==> config.mk <==
export PLATFORM = sky130hd
export DESIGN_NAME = writeback_regfile
export DESIGN_NICKNAME = d
export VERILOG_FILES = /design/src/rtl/writeback_regfile.sv
export SDC_FILE = /design/constraint.sdc
export NUM_CORES = 2
export LEC_CHECK = 0
export CORE_ASPECT_RATIO = 0.9
export CORE_UTILIZATION = 55
export CTS_CLUSTER_SIZE = 12
export DETAILED_ROUTE_END_ITERATION = 8
export HOLD_SLACK_MARGIN = 0.02
export PLACE_DENSITY_LB_ADDON = 0.3
export SYNTH_ARGS = -nofsm -noshare
export SYNTH_HDL_FRONTEND = slang
export SYNTH_SLANG_ARGS = --single-unit
==> constraint.sdc <==
create_clock -name clk -period 7.2 [get_ports clk]
set_input_delay 1.44 -clock clk [delete_from_list [all_inputs] [get_ports clk]]
set_output_delay 1.44 -clock clk [all_outputs]
set_load 0.005 [all_outputs]
==> src/rtl/writeback_regfile.sv <==
// Writeback select, 32x32 register file with two async read ports, retire counter.
// Optional same-cycle write-through bypass on reads: define WB_BYPASS_EN.
module writeback_regfile #(
  parameter int XLEN  = 32,
  parameter int NREGS = 32
) (
  input  logic            clk,
  input  logic            rst,
  input  logic            reg_write_in,
  input  logic [1:0]      mem_reg_in,
  input  logic [XLEN-1:0] alu_res_in,
  input  logic [XLEN-1:0] wrap_load_in,
  input  logic [XLEN-1:0] next_sel_addr_in,
  input  logic [XLEN-1:0] pre_address_in,
  input  logic [31:0]     instruction_in,
  input  logic [4:0]      rs1_addr,
  input  logic [4:0]      rs2_addr,
  output logic [XLEN-1:0] rs1_data,
  output logic [XLEN-1:0] rs2_data,
  output logic            wb_en_out,
  output logic [4:0]      wb_rd_out,
  output logic [XLEN-1:0] wb_data_out,
  output logic [63:0]     instret_out
);

  logic [XLEN-1:0] regs_q [NREGS];
  logic [63:0]     instret_q;
  logic [63:0]     instret_d;
  logic [4:0]      rd;
  logic            retire;

  assign rd        = instruction_in[11:7];
  assign retire    = (instruction_in != 32'd0);
  assign wb_rd_out = rd;
  assign wb_en_out = reg_write_in && (rd != 5'd0);

  always_comb begin
    wb_data_out = alu_res_in;
    unique case (mem_reg_in)
      2'b00: wb_data_out = alu_res_in;
      2'b01: wb_data_out = wrap_load_in;
      2'b10: wb_data_out = next_sel_addr_in;
      2'b11: wb_data_out = pre_address_in;
      default: wb_data_out = alu_res_in;
    endcase
  end

  function automatic logic [XLEN-1:0] rd_port(
    input logic [4:0] a
  );
    logic [XLEN-1:0] v;
    v = regs_q[a];
`ifdef WB_BYPASS_EN
    if (wb_en_out && (a == rd))
      v = wb_data_out;
`endif
    // x0 wins over everything, bypass included
    if (a == 5'd0)
      v = '0;
    return v;
  endfunction

  assign rs1_data = rd_port(rs1_addr);
  assign rs2_data = rd_port(rs2_addr);

  always_ff @(posedge clk or negedge rst) begin
    if (!rst) begin
      for (int i = 0; i < NREGS; i++)
        regs_q[i] <= '0;
    end else begin
      for (int i = 1; i < NREGS; i++)
        if (wb_en_out && (rd == 5'(i)))
          regs_q[i] <= wb_data_out;
    end
  end

  assign instret_d = retire ? instret_q + 64'd1 : instret_q;

  always_ff @(posedge clk or negedge rst) begin
    if (!rst)
      instret_q <= '0;
    else
      instret_q <= instret_d;
  end

  assign instret_out = instret_q;

endmodule

==> flow_metrics.env <==
export IMPL_status="completed"
export IMPL_num_vias=44229
export IMPL_antenna_found_initial=7
export IMPL_wirelength_mm=178.8
export IMPL_hp_class="reg2reg"
export IMPL_initial_core_util_pct=55.74
export IMPL_area_delta_synth_final_pct=14.57
export IMPL_clk_path_buf_depth=3
export IMPL_post_cts_repair_setup_buffers=0
export IMPL_final_cell_mix="nand2_1, o21ai_0, dfrtp_1"
export IMPL_worst_pin_slew_ns=1.341
export IMPL_hold_violations=0
export IMPL_clockRootBuffer="clkbuf_16"
export IMPL_rows=109
export IMPL_critPathBufInv=3
export IMPL_overflow=0
export IMPL_placed_area_um2=59660
export IMPL_ys_flop_type="dfrtp_1"
export IMPL_fmaxAchievable_mhz=163.3
export IMPL_worstPathRequired_ns=5.76
export IMPL_ctsHtreeMaxLevel=3
export IMPL_place_worst_setup_slack_ns=0.9873
export IMPL_syn_avg_cell_area_um2=10.53
export IMPL_final_cell_count_no_fill=6694
export IMPL_rrSetupSlack_ns=4.38
export IMPL_drive_above_1_share_pct=16.91
export IMPL_rr_startpoint="instret_out[27]$_DFFE_PN0P_"
export IMPL_fill_cells=7819
export IMPL_power_density_nw_per_um2=275.5
export IMPL_rr_worst_depth=5
export IMPL_path_max_fanout=31
export IMPL_drt_initial_drc_count=5482
export IMPL_final_common_cell="nand2_1"
export IMPL_stdcell_area_um2=63060
export IMPL_worstReg2RegEnd="instret_out[63]$_DFFE_PN0P_"
export IMPL_synth_enable_flop_cells=0
export IMPL_worst_path_stages=7
export IMPL_synth_seq_cells=1056
export IMPL_grt_pass1_vias=44125
export IMPL_fp_dieArea_um2=101300
export IMPL_holdPathStages=1
export IMPL_antenna_left=0
export IMPL_dp_cells=6509
export IMPL_drc=0
export IMPL_power_leakage_nw=27.47
export IMPL_hold_path_startpoint="instret_out[63]$_DFFE_PN0P_"
export IMPL_cts_tree="done"
export IMPL_setup_slack_ns=1.077
export IMPL_hold_path_endpoint="instret_out[63]$_DFFE_PN0P_"
export IMPL_synth_warnings=32
export IMPL_drv_slew=0
export IMPL_relSlewSlack_pct=9.689
export IMPL_die_w_um=335.5
export IMPL_cts_buffers=108
export IMPL_timing_final_crit_period_ns=6.123
export IMPL_clkLatencyLatePin_ns=0.70
export IMPL_finalPower_mw=17.37
export IMPL_period_share_pct=85.05
export IMPL_critPathLaunchType="primary input"
export IMPL_viasPerCell=6.607
export IMPL_yosysSeqAreaShare_pct=48.01
export IMPL_final_nets=5464
export IMPL_cp_slowest_stage_delay_ns=0.83
export IMPL_async_flop_share_pct=100.0
export IMPL_ctsResizeCount=0
export IMPL_path_class="in2out"
export IMPL_critPathArrivalTime_ns=4.68
export IMPL_wl_per_cell_um=26.70
export IMPL_setup_violations=0
export IMPL_syn_inst=5226
export IMPL_core_um2=98740
export IMPL_cp_slowest_cell="and2_2"
export IMPL_die_h_um=302.1
export IMPL_syn_num_nets=5402
export IMPL_path_cells="buf_4, and2_2, buf_4, a22o_1, o21ai_0, o21ai_0, clkdlybuf4s50_1"
export IMPL_grt_max_degree=173
export IMPL_rsz0062_at_grt="no"
export IMPL_syn_area_um2=55040
export IMPL_ctsHoldBuffers=0
export IMPL_ys_types=44
export IMPL_crit_family="buffers and inverters"
export IMPL_clock_skew_ns=0.01414
export IMPL_first_pass_iters=6
export IMPL_io_buffers=340
export IMPL_grt_use_total_pct=35.70
export IMPL_drv_cap=0
export IMPL_vdd_drop_max_mv=0.1972
export IMPL_dpl_hpwl_mm=107.3
export IMPL_clkSinkCount=1056
export IMPL_place_congestion=0.8743
export IMPL_crit_path_end_kind="primary output"
export IMPL_boundaryPins=341
export IMPL_finalSetupTns_ns=0
export IMPL_clkTransAtPathRegs_ns=0.05
export IMPL_grt_first_pass_wirelength_mm=271.0
==> per-stage QoR <==
step	util (%)	hold WS, ns
3_5_place_dp	60.42	0.4680
4_1_cts	63.83	0.4725
3_3_place_gp	60.42	0.4571
5_1_grt	63.86	0.4978
2_1_floorplan	-	0.4604
6_report	63.86	0.4680
==> layer usage <==
metal	global-route usage (%)	wire (µm)
met5	0	34
met1	47.90	68020
met3	9.090	20410
met2	54.66	81500
met4	17.50	8800
==> synthesized netlist by cell type (all sizes together) (36+ instances only) <==
| master | n | share of area, % |
|---|---|---|
| a22o | 128 | 2.0 |
| a22oi | 63 | 0.86 |
| buf | 119 | 1.1 |
| clkbuf | 403 | 2.7 |
| dfrtp | 1056 | 48 |
| inv | 43 | 0.29 |
| mux2 | 129 | 2.6 |
| mux2i | 192 | 3.5 |
| mux4 | 384 | 16 |
| nand2 | 1174 | 8.0 |
| nor2 | 55 | 0.39 |
| nor3 | 36 | 0.37 |
| o21ai | 1152 | 10 |
| xor2 | 52 | 0.83 |
==> power by group <==
part / internal (mW) / switching, mW / leakage [nW]
Combinational: 1.92 / 1.88 / 12.3
Clock: 3.10 / 2.37 / 1.66
Sequential: 7.15 / 0.947 / 13.5
==> worst register-to-register path, stage by stage, from the launching register on <==
cell and delay [ns]:
dfrtp_1 0.46, nand4_1 0.38, nor4_2 0.59, nand4_1 0.64
nor4_1 0.52, xor2_1 0.17
==> kinds of logic after synthesis <==
| family | count (synthesis) | share of synthesized area, % |
|---|---|---|
| mux | 705 | 21.84 |
| compound gates | 1474 | 15.02 |
| xor+xnor | 63 | 1.003 |
| buf+inv | 565 | 4.115 |
| simple gates | 1362 | 9.987 |
| flops | 1056 | 48.01 |
| fa+ha+maj | 1 | 0.02273 |
==> registers in the layout, indices dropped and copies added, names as in the netlist <==
signal / count
regs_q: 992
instret_out: 64
==> worst max-delay path by stage <==
| stage | end | start |
|---|---|---|
| detailed placement | rs1_data[17] | rs1_addr[3] |
| global route | rs1_data[17] | rs1_addr[0] |
| global placement | rs1_data[17] | rs1_addr[3] |
| finish | rs1_data[14] | rs1_addr[2] |
| CTS | rs1_data[17] | rs1_addr[3] |
| floorplan | rs2_data[22] | rs2_addr[0] |
==> layout make-up <==
cell class	count	area, µm²	area share, %
multi-input combinational	3605	26760	42.44
clock buffer	158	3144	4.987
inverter	43	161.4	0.2560
antenna	3	7.507	0.01191
clock inverter	23	226.5	0.3592
tap	1332	1667	2.643
timing repair buffer	474	4662	7.393
sequential	1056	26430	41.91
No activity file was read; power rests on OpenSTA's default activity.
